===== src/rtl/jtag_host_pkg.sv =====
// Shared definitions for the JTAG host shifter: op codes, FSM states and TMS sequencing.
// Sequencing helpers are pure functions of (op, length, period index).
package jtag_host_pkg;

  typedef enum logic [1:0] {
    OP_RESET = 2'd0,
    OP_IR    = 2'd1,
    OP_DR    = 2'd2,
    OP_IDLE  = 2'd3
  } op_e;

  typedef enum logic [1:0] {
    S_IDLE,
    S_RUN,
    S_RESP
  } state_e;

  localparam int RESET_LEN = 6;
  localparam int IR_HDR    = 4;
  localparam int DR_HDR    = 3;
  localparam int TRAILER   = 2;

  function automatic logic [7:0] hdr_len(op_e op);
    return (op == OP_IR) ? 8'(IR_HDR) : 8'(DR_HDR);
  endfunction

  function automatic logic [7:0] num_periods(op_e op, logic [6:0] len);
    logic [7:0] n;
    case (op)
      OP_RESET: n = 8'(RESET_LEN);
      OP_IDLE:  n = {1'b0, len};
      default:  n = (len == 7'd0) ? 8'd0 : hdr_len(op) + {1'b0, len} + 8'(TRAILER);
    endcase
    return n;
  endfunction

  function automatic logic in_shift(op_e op, logic [6:0] len, logic [7:0] k);
    logic r;
    r = ((op == OP_IR) || (op == OP_DR)) && (k >= hdr_len(op)) &&
        (k < hdr_len(op) + {1'b0, len});
    return r;
  endfunction

  // Headers walk Run-Test/Idle to Shift-xR; the last shift bit exits, trailer goes Update then Idle.
  function automatic logic period_tms(op_e op, logic [6:0] len, logic [7:0] k);
    logic [7:0] hdr;
    logic [7:0] sh_end;
    logic       r;
    hdr    = hdr_len(op);
    sh_end = hdr + {1'b0, len};
    r      = 1'b0;
    case (op)
      OP_RESET: r = (k < 8'(RESET_LEN - 1));
      OP_IDLE:  r = 1'b0;
      default: begin
        if (k < hdr)         r = (k < hdr - 8'd2);
        else if (k < sh_end) r = (k == sh_end - 8'd1);
        else                 r = (k == sh_end);
      end
    endcase
    return r;
  endfunction

endpackage


===== src/rtl/jtag_host_shifter_tck_gen.sv =====
// TCK divider: low phase then high phase of CLK_DIV clks each; pulses flag the edge that ends each phase.
// Held in reset (low phase, count 0) whenever en_i is low, so each enable starts a fresh low phase.
module jtag_tck_gen #(
  parameter int CLK_DIV = 4
) (
  input  logic clk,
  input  logic rst,
  input  logic en_i,
  output logic tck,
  output logic rise_pulse,
  output logic fall_pulse,
  output logic period_done
);

  localparam int CW = (CLK_DIV > 1) ? $clog2(CLK_DIV) : 1;

  logic [CW-1:0] cnt_q, cnt_d;
  logic          ph_q, ph_d;
  logic          last;

  assign last        = (cnt_q == CW'(CLK_DIV - 1));
  assign tck         = ph_q;
  assign rise_pulse  = en_i && !ph_q && last;
  assign fall_pulse  = en_i && ph_q && last;
  assign period_done = en_i && ph_q && last;

  always_comb begin
    cnt_d = cnt_q + CW'(1);
    ph_d  = ph_q;
    if (!en_i) begin
      cnt_d = '0;
      ph_d  = 1'b0;
    end else if (last) begin
      cnt_d = '0;
      ph_d  = ~ph_q;
    end
  end

  always_ff @(posedge clk) begin
    if (rst) begin
      cnt_q <= '0;
      ph_q  <= 1'b0;
    end else begin
      cnt_q <= cnt_d;
      ph_q  <= ph_d;
    end
  end

endmodule


===== src/rtl/jtag_host_shifter.sv =====
// On-chip JTAG initiator: runs TAP reset / IR scan / DR scan / idle commands, returns captured TDO.
// Optional jtag_trst_n output when JTAG_HOST_TRST_EN is defined.
module jtag_host_shifter #(
  parameter int CLK_DIV = 4,
  parameter int MAX_LEN = 64
) (
  input  logic               clk,
  input  logic               rst,
  input  logic               cmd_valid,
  output logic               cmd_ready,
  input  logic [1:0]         cmd_op,
  input  logic [6:0]         cmd_len,
  input  logic [MAX_LEN-1:0] cmd_tdi,
  output logic               rsp_valid,
  input  logic               rsp_ready,
  output logic [MAX_LEN-1:0] rsp_tdo,
  output logic               busy,
  output logic               jtag_tck,
  output logic               jtag_tms,
  output logic               jtag_tdi,
  input  logic               jtag_tdo
`ifdef JTAG_HOST_TRST_EN
  ,
  output logic               jtag_trst_n
`endif
);
  import jtag_host_pkg::*;

  state_e             state_q;
  op_e                op_q, op_d;
  logic [6:0]         len_q, len_d;
  logic [7:0]         nper_q, nper_d;
  logic [7:0]         per_q, per_nxt;
  logic [MAX_LEN-1:0] tdi_q, cap_q, mask_q, rsp_tdo_q;
  logic               rsp_valid_q, tms_q, jtag_tdi_q;
  logic               rise_pulse, fall_pulse, period_done;
  logic               accept;

  assign op_d      = op_e'(cmd_op);
  assign len_d     = (cmd_len > 7'(MAX_LEN)) ? 7'(MAX_LEN) : cmd_len;
  assign nper_d    = num_periods(op_d, len_d);
  assign per_nxt   = per_q + 8'd1;
  assign cmd_ready = (state_q == S_IDLE) && !rsp_valid_q;
  assign accept    = cmd_valid && cmd_ready;

  assign busy      = (state_q == S_RUN);
  assign rsp_valid = rsp_valid_q;
  assign rsp_tdo   = rsp_tdo_q;
  assign jtag_tms  = tms_q;
  assign jtag_tdi  = jtag_tdi_q;

  jtag_tck_gen #(.CLK_DIV(CLK_DIV)) u_tck_gen (
    .clk         (clk),
    .rst         (rst),
    .en_i        (state_q == S_RUN),
    .tck         (jtag_tck),
    .rise_pulse  (rise_pulse),
    .fall_pulse  (fall_pulse),
    .period_done (period_done)
  );

  always_ff @(posedge clk) begin
    if (rst) begin
      state_q     <= S_IDLE;
      op_q        <= OP_RESET;
      len_q       <= '0;
      nper_q      <= '0;
      per_q       <= '0;
      tdi_q       <= '0;
      cap_q       <= '0;
      mask_q      <= '0;
      rsp_valid_q <= 1'b0;
      rsp_tdo_q   <= '0;
      tms_q       <= 1'b1;
      jtag_tdi_q  <= 1'b0;
    end else begin
      case (state_q)
        S_IDLE: begin
          if (accept) begin
            op_q       <= op_d;
            len_q      <= len_d;
            nper_q     <= nper_d;
            per_q      <= '0;
            tdi_q      <= cmd_tdi;
            cap_q      <= '0;
            mask_q     <= MAX_LEN'(1);
            jtag_tdi_q <= 1'b0;
            if (nper_d == 8'd0) begin
              state_q     <= S_RESP;
              rsp_valid_q <= 1'b1;
              rsp_tdo_q   <= '0;
            end else begin
              state_q <= S_RUN;
              tms_q   <= period_tms(op_d, len_d, 8'd0);
            end
          end
        end
        S_RUN: begin
          // TDO is captured on the clk where TCK rises, into the bit selected by the one-hot mask.
          if (rise_pulse && in_shift(op_q, len_q, per_q)) begin
            cap_q  <= jtag_tdo ? (cap_q | mask_q) : cap_q;
            mask_q <= mask_q << 1;
          end
          if (period_done && (per_q == nper_q - 8'd1)) begin
            state_q     <= S_RESP;
            rsp_valid_q <= 1'b1;
            rsp_tdo_q   <= cap_q;
            jtag_tdi_q  <= 1'b0;
          end else if (fall_pulse) begin
            per_q <= per_nxt;
            tms_q <= period_tms(op_q, len_q, per_nxt);
            if (in_shift(op_q, len_q, per_nxt)) begin
              jtag_tdi_q <= tdi_q[0];
              tdi_q      <= tdi_q >> 1;
            end else begin
              jtag_tdi_q <= 1'b0;
            end
          end
        end
        S_RESP: begin
          if (rsp_ready) begin
            rsp_valid_q <= 1'b0;
            state_q     <= S_IDLE;
          end
        end
        default: state_q <= S_IDLE;
      endcase
    end
  end

`ifdef JTAG_HOST_TRST_EN
  logic trst_q;

  // TRST is asserted for all but the final period of a RESET op.
  always_ff @(posedge clk) begin
    if (rst) begin
      trst_q <= 1'b1;
    end else if (accept) begin
      trst_q <= (op_d != OP_RESET) || (nper_d == 8'd0);
    end else if ((state_q == S_RUN) && fall_pulse) begin
      trst_q <= !((op_q == OP_RESET) && (per_nxt < 8'(RESET_LEN - 1)));
    end
  end

  assign jtag_trst_n = trst_q & ~rst;
`endif

endmodule


===== config.mk =====
export PLATFORM = sky130hd
export DESIGN_NAME = jtag_host_shifter
export DESIGN_NICKNAME = d
export VERILOG_FILES = /design/src/rtl/jtag_host_pkg.sv /design/src/rtl/jtag_host_shifter_tck_gen.sv /design/src/rtl/jtag_host_shifter.sv
export SDC_FILE = /design/constraint.sdc
export NUM_CORES = 1
export LEC_CHECK = 0
export CELL_PAD_IN_SITES_DETAIL_PLACEMENT = 1
export CELL_PAD_IN_SITES_GLOBAL_PLACEMENT = 2
export CORE_MARGIN = 8
export CORE_UTILIZATION = 42
export CTS_BUF_LIST = sky130_fd_sc_hd__clkbuf_8 sky130_fd_sc_hd__clkbuf_16
export CTS_CLUSTER_DIAMETER = 40
export DETAILED_ROUTE_END_ITERATION = 10
export DONT_BUFFER_PORTS = 1
export PLACE_DENSITY_LB_ADDON = 0.15
export SLEW_MARGIN = 10
export SYNTH_ARGS = -nofsm -noshare
export SYNTH_HDL_FRONTEND = slang
export SYNTH_SLANG_ARGS = --single-unit

===== constraint.sdc =====
create_clock -name clk -period 12.75 [get_ports clk]
set_clock_uncertainty 0.2 [all_clocks]
set_input_delay 2.55 -clock clk [delete_from_list [all_inputs] [get_ports clk]]
set_output_delay 2.55 -clock clk [all_outputs]
set_load 0.005 [all_outputs]

==> results of run 1 <==
## cell usage in the layout, fill, tap and decap left out, types with 7 or more instances in the layout
master     count
nand2b_1       7
a22o_2        45
clkbuf_16     43
a311oi_1      65
a21oi_1       36
o21ai_0       19
nor2b_1       10
clkinv_2      11
mux2i_1       32
o31ai_1       32
a211oi_1       8
nand4_1        8
nand3_1       53
nor3_1         9
ha_1          39
dfxtp_1      289
a22o_1        19
nand2_1      206
inv_1         27
a41oi_1       65
o2111ai_1     32
nor2_1       152
buf_4         14
nor4_1         7
xor2_1        12
xnor2_1       28
## power by group
part	total, W	leakage (nW)	switching (W)	internal [W]
clock network	0.00116	0.718	0.000444	0.000716
registers	0.000996	2.34	0.0000364	0.000960
logic	0.000408	2.13	0.000276	0.000132
## metal layers
layer | vias to the layer above | wire [um]
met2 | 174 | 16490
met3 | 62 | 1940
met1 | 5103 | 16560
met5 | - | 0
met4 | 0 | 860
li1 | 5061 | -
## cell type report
cell class | instances | area (um^2)
fillers | 3449 | 16030
multi-input cells | 971 | 6466
flip-flops and latches | 289 | 5786
clock inverters | 30 | 301.5
clock buffers | 48 | 1145
well taps | 396 | 495.5
repair buffers | 14 | 105.1
inverters | 27 | 103.9
## state kept, by name, indices dropped and copies added, names as in the netlist
name	cells
op_q	2
tdi_q	64
jtag_tms	1
state_q	2
per_q	8
u_tck_gen.cnt_q	2
rsp_tdo	64
nper_q	8
cap_q	64
mask_q	64
rsp_valid	1
u_tck_gen.tck	1
len_q	7
jtag_tdi	1
## kinds of logic after synthesis
group / Yosys count
fa+ha+maj: 41
flops: 289
buf+inv: 158
simple gates: 487
compound gates: 369
mux: 33
xor+xnor: 41
## worst max-delay path by stage
stage / slack [ps] / to / depth (start not counted)
2_1_floorplan: 7260 / rsp_tdo[25]$_SDFFE_PP0P_ / 15
5_1_grt: 6520 / tdi_q[28]$_SDFFE_PP0P_ / 18
4_1_cts: 6920 / rsp_tdo[57]$_SDFFE_PP0P_ / 11
6_report: 6880 / rsp_tdo[57]$_SDFFE_PP0P_ / 11
3_3_place_gp: 6510 / rsp_tdo[25]$_SDFFE_PP0P_ / 13
3_5_place_dp: 6370 / rsp_tdo[57]$_SDFFE_PP0P_ / 11
## per-stage QoR
step	std cells	worst slack, ps	utilization	total power (W)	instance area (um^2)
floorplan	1418	7261	-	0.001335	12890
global placement	1697	6513	0.4258	0.001417	12960
detailed placement	1697	6367	0.4258	0.001427	12960
CTS	1775	6918	0.4733	0.002597	14400
global route	1775	6517	0.4733	0.002693	14400
finish	1775	6884	0.4733	0.002563	14400
==> impl_metrics.env, run 1 <==
export IMPL_cts_sinks=289
export IMPL_cp_arrival_ps=6140
export IMPL_cts_resized=0
export IMPL_period_needed_ps=5866
export IMPL_vias=10400
export IMPL_power_density_nw_per_um2=178.0
export IMPL_synthXorXnorAreaFrac=0.02893
export IMPL_synth_ff_type="dfxtp_1"
export IMPL_synth_net_count=1537
export IMPL_syn_cell_area_um2=12890
export IMPL_cts_setup_buffers=0
export IMPL_rsz0062_at_grt="no"
export IMPL_met1_usage=0.2470
export IMPL_yosys_top_cells_area="dfxtp_1, nand2_1, nor2_1, a311oi_1, a41oi_1"
export IMPL_port_buffers=0
export IMPL_rr_endpoint="tdi_q[28]$_SDFFE_PP0P_"
export IMPL_startpoint="cmd_len[1]"
export IMPL_worstRegToRegCells=18
export IMPL_seq_area_frac_synth=0.4488
export IMPL_viasPerCell=5.859
export IMPL_reg2reg_from="op_q[1]$_SDFFE_PP0P_"
export IMPL_min_path_cells=1
export IMPL_maxSlewViolCount=0
export IMPL_drtAntennaViolNets=0
export IMPL_wl_per_cell_um=20.20
export IMPL_cts_hold_buf=0
export IMPL_drive_gt1_frac=0.1168
export IMPL_synthToLayoutAreaGrowth_pct=11.74
export IMPL_insertion_delay_ps=540
export IMPL_drt_pass1_iterations=4
export IMPL_fin_setup_tns_ps=0
export IMPL_synth_area_leader_cell="dfxtp_1"
export IMPL_clkTransAtPathRegs_ps=50
export IMPL_synth_compound_area_frac=0.2373
export IMPL_rows=64
export IMPL_synthMuxAreaShare=0.02572
export IMPL_synth_top_area_share=0.4488
export IMPL_critical_path_top_delay_family="compound AO/OA/AOI/OAI gates"
export IMPL_cts_buffer_depth=3
export IMPL_ys_types=80
export IMPL_grt_antenna_before_repair=0
export IMPL_syn_avg_cell_area_um2=9.090
export IMPL_start_util=0.4236
export IMPL_worstSetupPathType="input pin to flop"
export IMPL_maxSlewHeadroom=0.1762
export IMPL_yosys_area_share_simple=0.1646
export IMPL_ys_warn_count=0
export IMPL_synth_fa_ha_area_frac=0.04096
export IMPL_synth_edff_count=0
export IMPL_path_buf_inv=1
export IMPL_max_freq_ghz=0.1705
export IMPL_crit_chain="nor2b_1 -> ha_1 -> a211oi_1 -> o31ai_1 -> a211oi_2 -> a21bo_2 -> o211ai_4 -> o31ai_4 -> a21oi_4 -> buf_4 -> a22o_2"
export IMPL_hold_viol_final=0
export IMPL_startpoint_type="input pin"
export IMPL_slowest_delay_ps=610
export IMPL_whs_endpoint="u_tck_gen.cnt_q[0]$_SDFF_PP0_"
export IMPL_grt_pass1_wl_um=58340
export IMPL_leakage_nw=5.190
export IMPL_gp_congestion=0.7884
export IMPL_async_flop_share=0
export IMPL_status="finished clean"
export IMPL_hold_slack_ps=245.2
export IMPL_grt_pass1_vias=10799
export IMPL_synth_top_family_by_area="compound AO/OA/AOI/OAI gates"
export IMPL_grt_busiest_layer="met2"
export IMPL_hold_class="flop to flop"
export IMPL_fin_nets=1465
export IMPL_required_ps=13030
export IMPL_drv_cap=0
export IMPL_crit_slowest_cell="a211oi_1"
export IMPL_netlist_instances=1418
export IMPL_ys_seq_elements=289
export IMPL_wl_um=35850
export IMPL_die_x_um=191.2
export IMPL_dp_hpwl_um=22280
export IMPL_critical_path_max_fanout=44
export IMPL_r2r_slack_ps=6930
export IMPL_cts_tree="done"
export IMPL_coreArea_um2=30430
export IMPL_worstMarginPinSlew_ps=1236
export IMPL_antenna_cells=0
export IMPL_synth_common_cells="dfxtp_1, nand2_1, nor2_1, clkbuf_1"
export IMPL_crit_path_end_kind="flop"
export IMPL_io_pins=148
export IMPL_drc=0
export IMPL_cts_made_buffers=43
export IMPL_post_synth_top_count_cell="dfxtp_1"
export IMPL_period_share=0.4601
export IMPL_worstHoldStart="u_tck_gen.cnt_q[0]$_SDFF_PP0_"
export IMPL_grtUsageMet2=0.3160
export IMPL_setup_viol=0
export IMPL_die_area_um2=36550
export IMPL_drtIter0Drc=464
export IMPL_ir_worst_vdd_mv=0.09977
export IMPL_use_met3=0.04506
export IMPL_cts_root_buf="clkbuf_16"
export IMPL_overflow=0
export IMPL_grt_max_degree=128
export IMPL_fp_dieH_um=191.2
export IMPL_grt_use_total=0.1922
export IMPL_htreeDepth=2
No activity file was read; power rests on OpenSTA's default activity.
==> run 2: changes to the inputs <==
- CORE_UTILIZATION: 42 -> 36
- clock period: 12.75 -> 5.1 ns (I/O delays scaled with it)
==> impl_metrics.env, run 2 (synthesis gave the netlist of run 1 again) <==
export IMPL_status="finished clean"
export IMPL_io_pins=148
export IMPL_grt_max_degree=100
export IMPL_drc=0
export IMPL_power_density_nw_per_um2=467.4
export IMPL_use_met3=0.04361
export IMPL_critical_path_top_delay_family="compound AO/OA/AOI/OAI gates"
export IMPL_worstSetupPathType="flop to flop"
export IMPL_grt_busiest_layer="met2"
export IMPL_drv_cap=0
export IMPL_grtUsageMet2=0.2873
export IMPL_coreArea_um2=35400
export IMPL_layout_commonest_cell="dfxtp_1"
export IMPL_start_util=0.3642
export IMPL_ir_worst_vdd_mv=0.2771
export IMPL_utilization=0.4222
export IMPL_wl_um=38110
export IMPL_cts_buffer_depth=3
export IMPL_met1_usage=0.2332
export IMPL_grt_pass1_vias=10829
export IMPL_required_ps=5360
export IMPL_wl_per_cell_um=20.42
export IMPL_period_needed_ps=4747
export IMPL_viasPerCell=5.644
export IMPL_p_total_w=0.006984
export IMPL_drtAntennaViolNets=0
export IMPL_die_x_um=205.2
export IMPL_port_buffers=0
export IMPL_critical_path_max_fanout=52
export IMPL_place_area_um2=13170
export IMPL_grt_pass1_wl_um=61630
export IMPL_cts_root_buf="clkbuf_16"
export IMPL_startpoint_type="flop"
export IMPL_slowest_delay_ps=390
export IMPL_grt_use_total=0.1773
export IMPL_cts_hold_buf=0
export IMPL_layout_common_cells="dfxtp_1, nand2_1, nor2_1"
export IMPL_crit_slowest_cell="o2bb2ai_1"
export IMPL_dp_hpwl_um=24220
export IMPL_maxSlewViolCount=0
export IMPL_rows=69
export IMPL_leakage_nw=5.428
export IMPL_fin_nets=1483
export IMPL_drive_gt1_frac=0.1310
export IMPL_drt_pass1_iterations=5
export IMPL_maxSlewHeadroom=0.2906
export IMPL_insertion_delay_ps=580
export IMPL_finalInstanceArea_um2=14940
export IMPL_antenna_cells=0
export IMPL_fp_dieH_um=205.2
export IMPL_hold_class="flop to flop"
export IMPL_clkTransAtPathRegs_ps=50
export IMPL_grt_antenna_before_repair=0
export IMPL_crit_chain="inv_1 -> ha_1 -> inv_1 -> ha_1 -> fa_1 -> a21oi_1 -> o2bb2ai_1 -> inv_1 -> ha_1 -> a21oi_1 -> o21ai_0 -> or2_2 -> a311oi_2 -> nand2b_1 -> and3b_4 -> buf_12 -> nor2_1 -> a311oi_1"
export IMPL_period_share=0.9308
export IMPL_htreeDepth=2
export IMPL_gp_congestion=0.8031
export IMPL_hold_viol_final=0
export IMPL_die_area_um2=42120
export IMPL_crit_path_end_kind="flop"
export IMPL_fin_setup_tns_ps=0
export IMPL_max_freq_ghz=0.2107
export IMPL_vias=10532
export IMPL_cp_arrival_ps=5010
export IMPL_drtIter0Drc=525
export IMPL_overflow=0
export IMPL_cts_sinks=289
export IMPL_cts_tree="done"
export IMPL_path_buf_inv=4
export IMPL_synthToLayoutAreaGrowth_pct=15.93
export IMPL_setup_viol=0
export IMPL_worstMarginPinSlew_ps=1062
export IMPL_cts_made_buffers=50
run 2: cell types whose count changed in the layout (fill, tap and decap cells not counted), sizes merged:
cell / delta
clkbuf: +11
inv: +2
clkinv: -3
buf: +10
clkinvlp: +2
bufinv: +3
and3b: +1
run 2: metrics by stage:
| stage | instances | setup slack [ps] | hold slack (ps) |
|---|---|---|---|
| final | 1866 | 352.8 | 227.3 |
| after global placement | 1772 | 238.4 | 212.7 |
| after detailed placement | 1772 | 123.8 | 220.6 |
| after global routing | 1866 | -3.621 | 238.9 |
| after floorplan | 1418 | 925.2 | 205.3 |
| after CTS | 1865 | 86.42 | 227.9 |
run 2: layer usage:
metal	wire length, um	vias up
met5	0	-
met4	760	0
met3	2057	56
met2	17810	198
met1	17480	5160
li1	-	5118
run 2: cell type report:
type	instances	area, um^2
clock buffers	59	1386
inverters	27	103.9
repair buffers	24	230.2
clock inverters	34	364.1
flip-flops and latches	289	5786
multi-input cells	972	6496
fillers	3994	20450
well taps	461	576.8
run 2: final timing paths:
check / end / depth (start not counted) / start / slack (ps)
worst max-delay path: tdi_q[41]$_SDFFE_PP0P_ / 18 / op_q[1]$_SDFFE_PP0P_ / 350
worst max register to register: tdi_q[41]$_SDFFE_PP0P_ / 18 / op_q[1]$_SDFFE_PP0P_ / 350
worst min-delay path: u_tck_gen.cnt_q[0]$_SDFF_PP0_ / 1 / u_tck_gen.cnt_q[0]$_SDFF_PP0_ / 230
worst min register to register: u_tck_gen.cnt_q[0]$_SDFF_PP0_ / 1 / u_tck_gen.cnt_q[0]$_SDFF_PP0_ / 230
run 2: timing repair:
action / CTS / global route
endpoints found under the setup margin: 0 / 53
gates resized for setup: 0 / 2
buffers inserted: 0 / 0
run 2: power breakdown:
part	switching, W	leakage [nW]	total, W	internal, W
logic	0.000706	2.21	0.00106	0.000351
registers	0.0000924	2.34	0.00249	0.00240
clock network	0.00119	0.876	0.00343	0.00224
total	0.00199	5.43	0.00698	0.00499
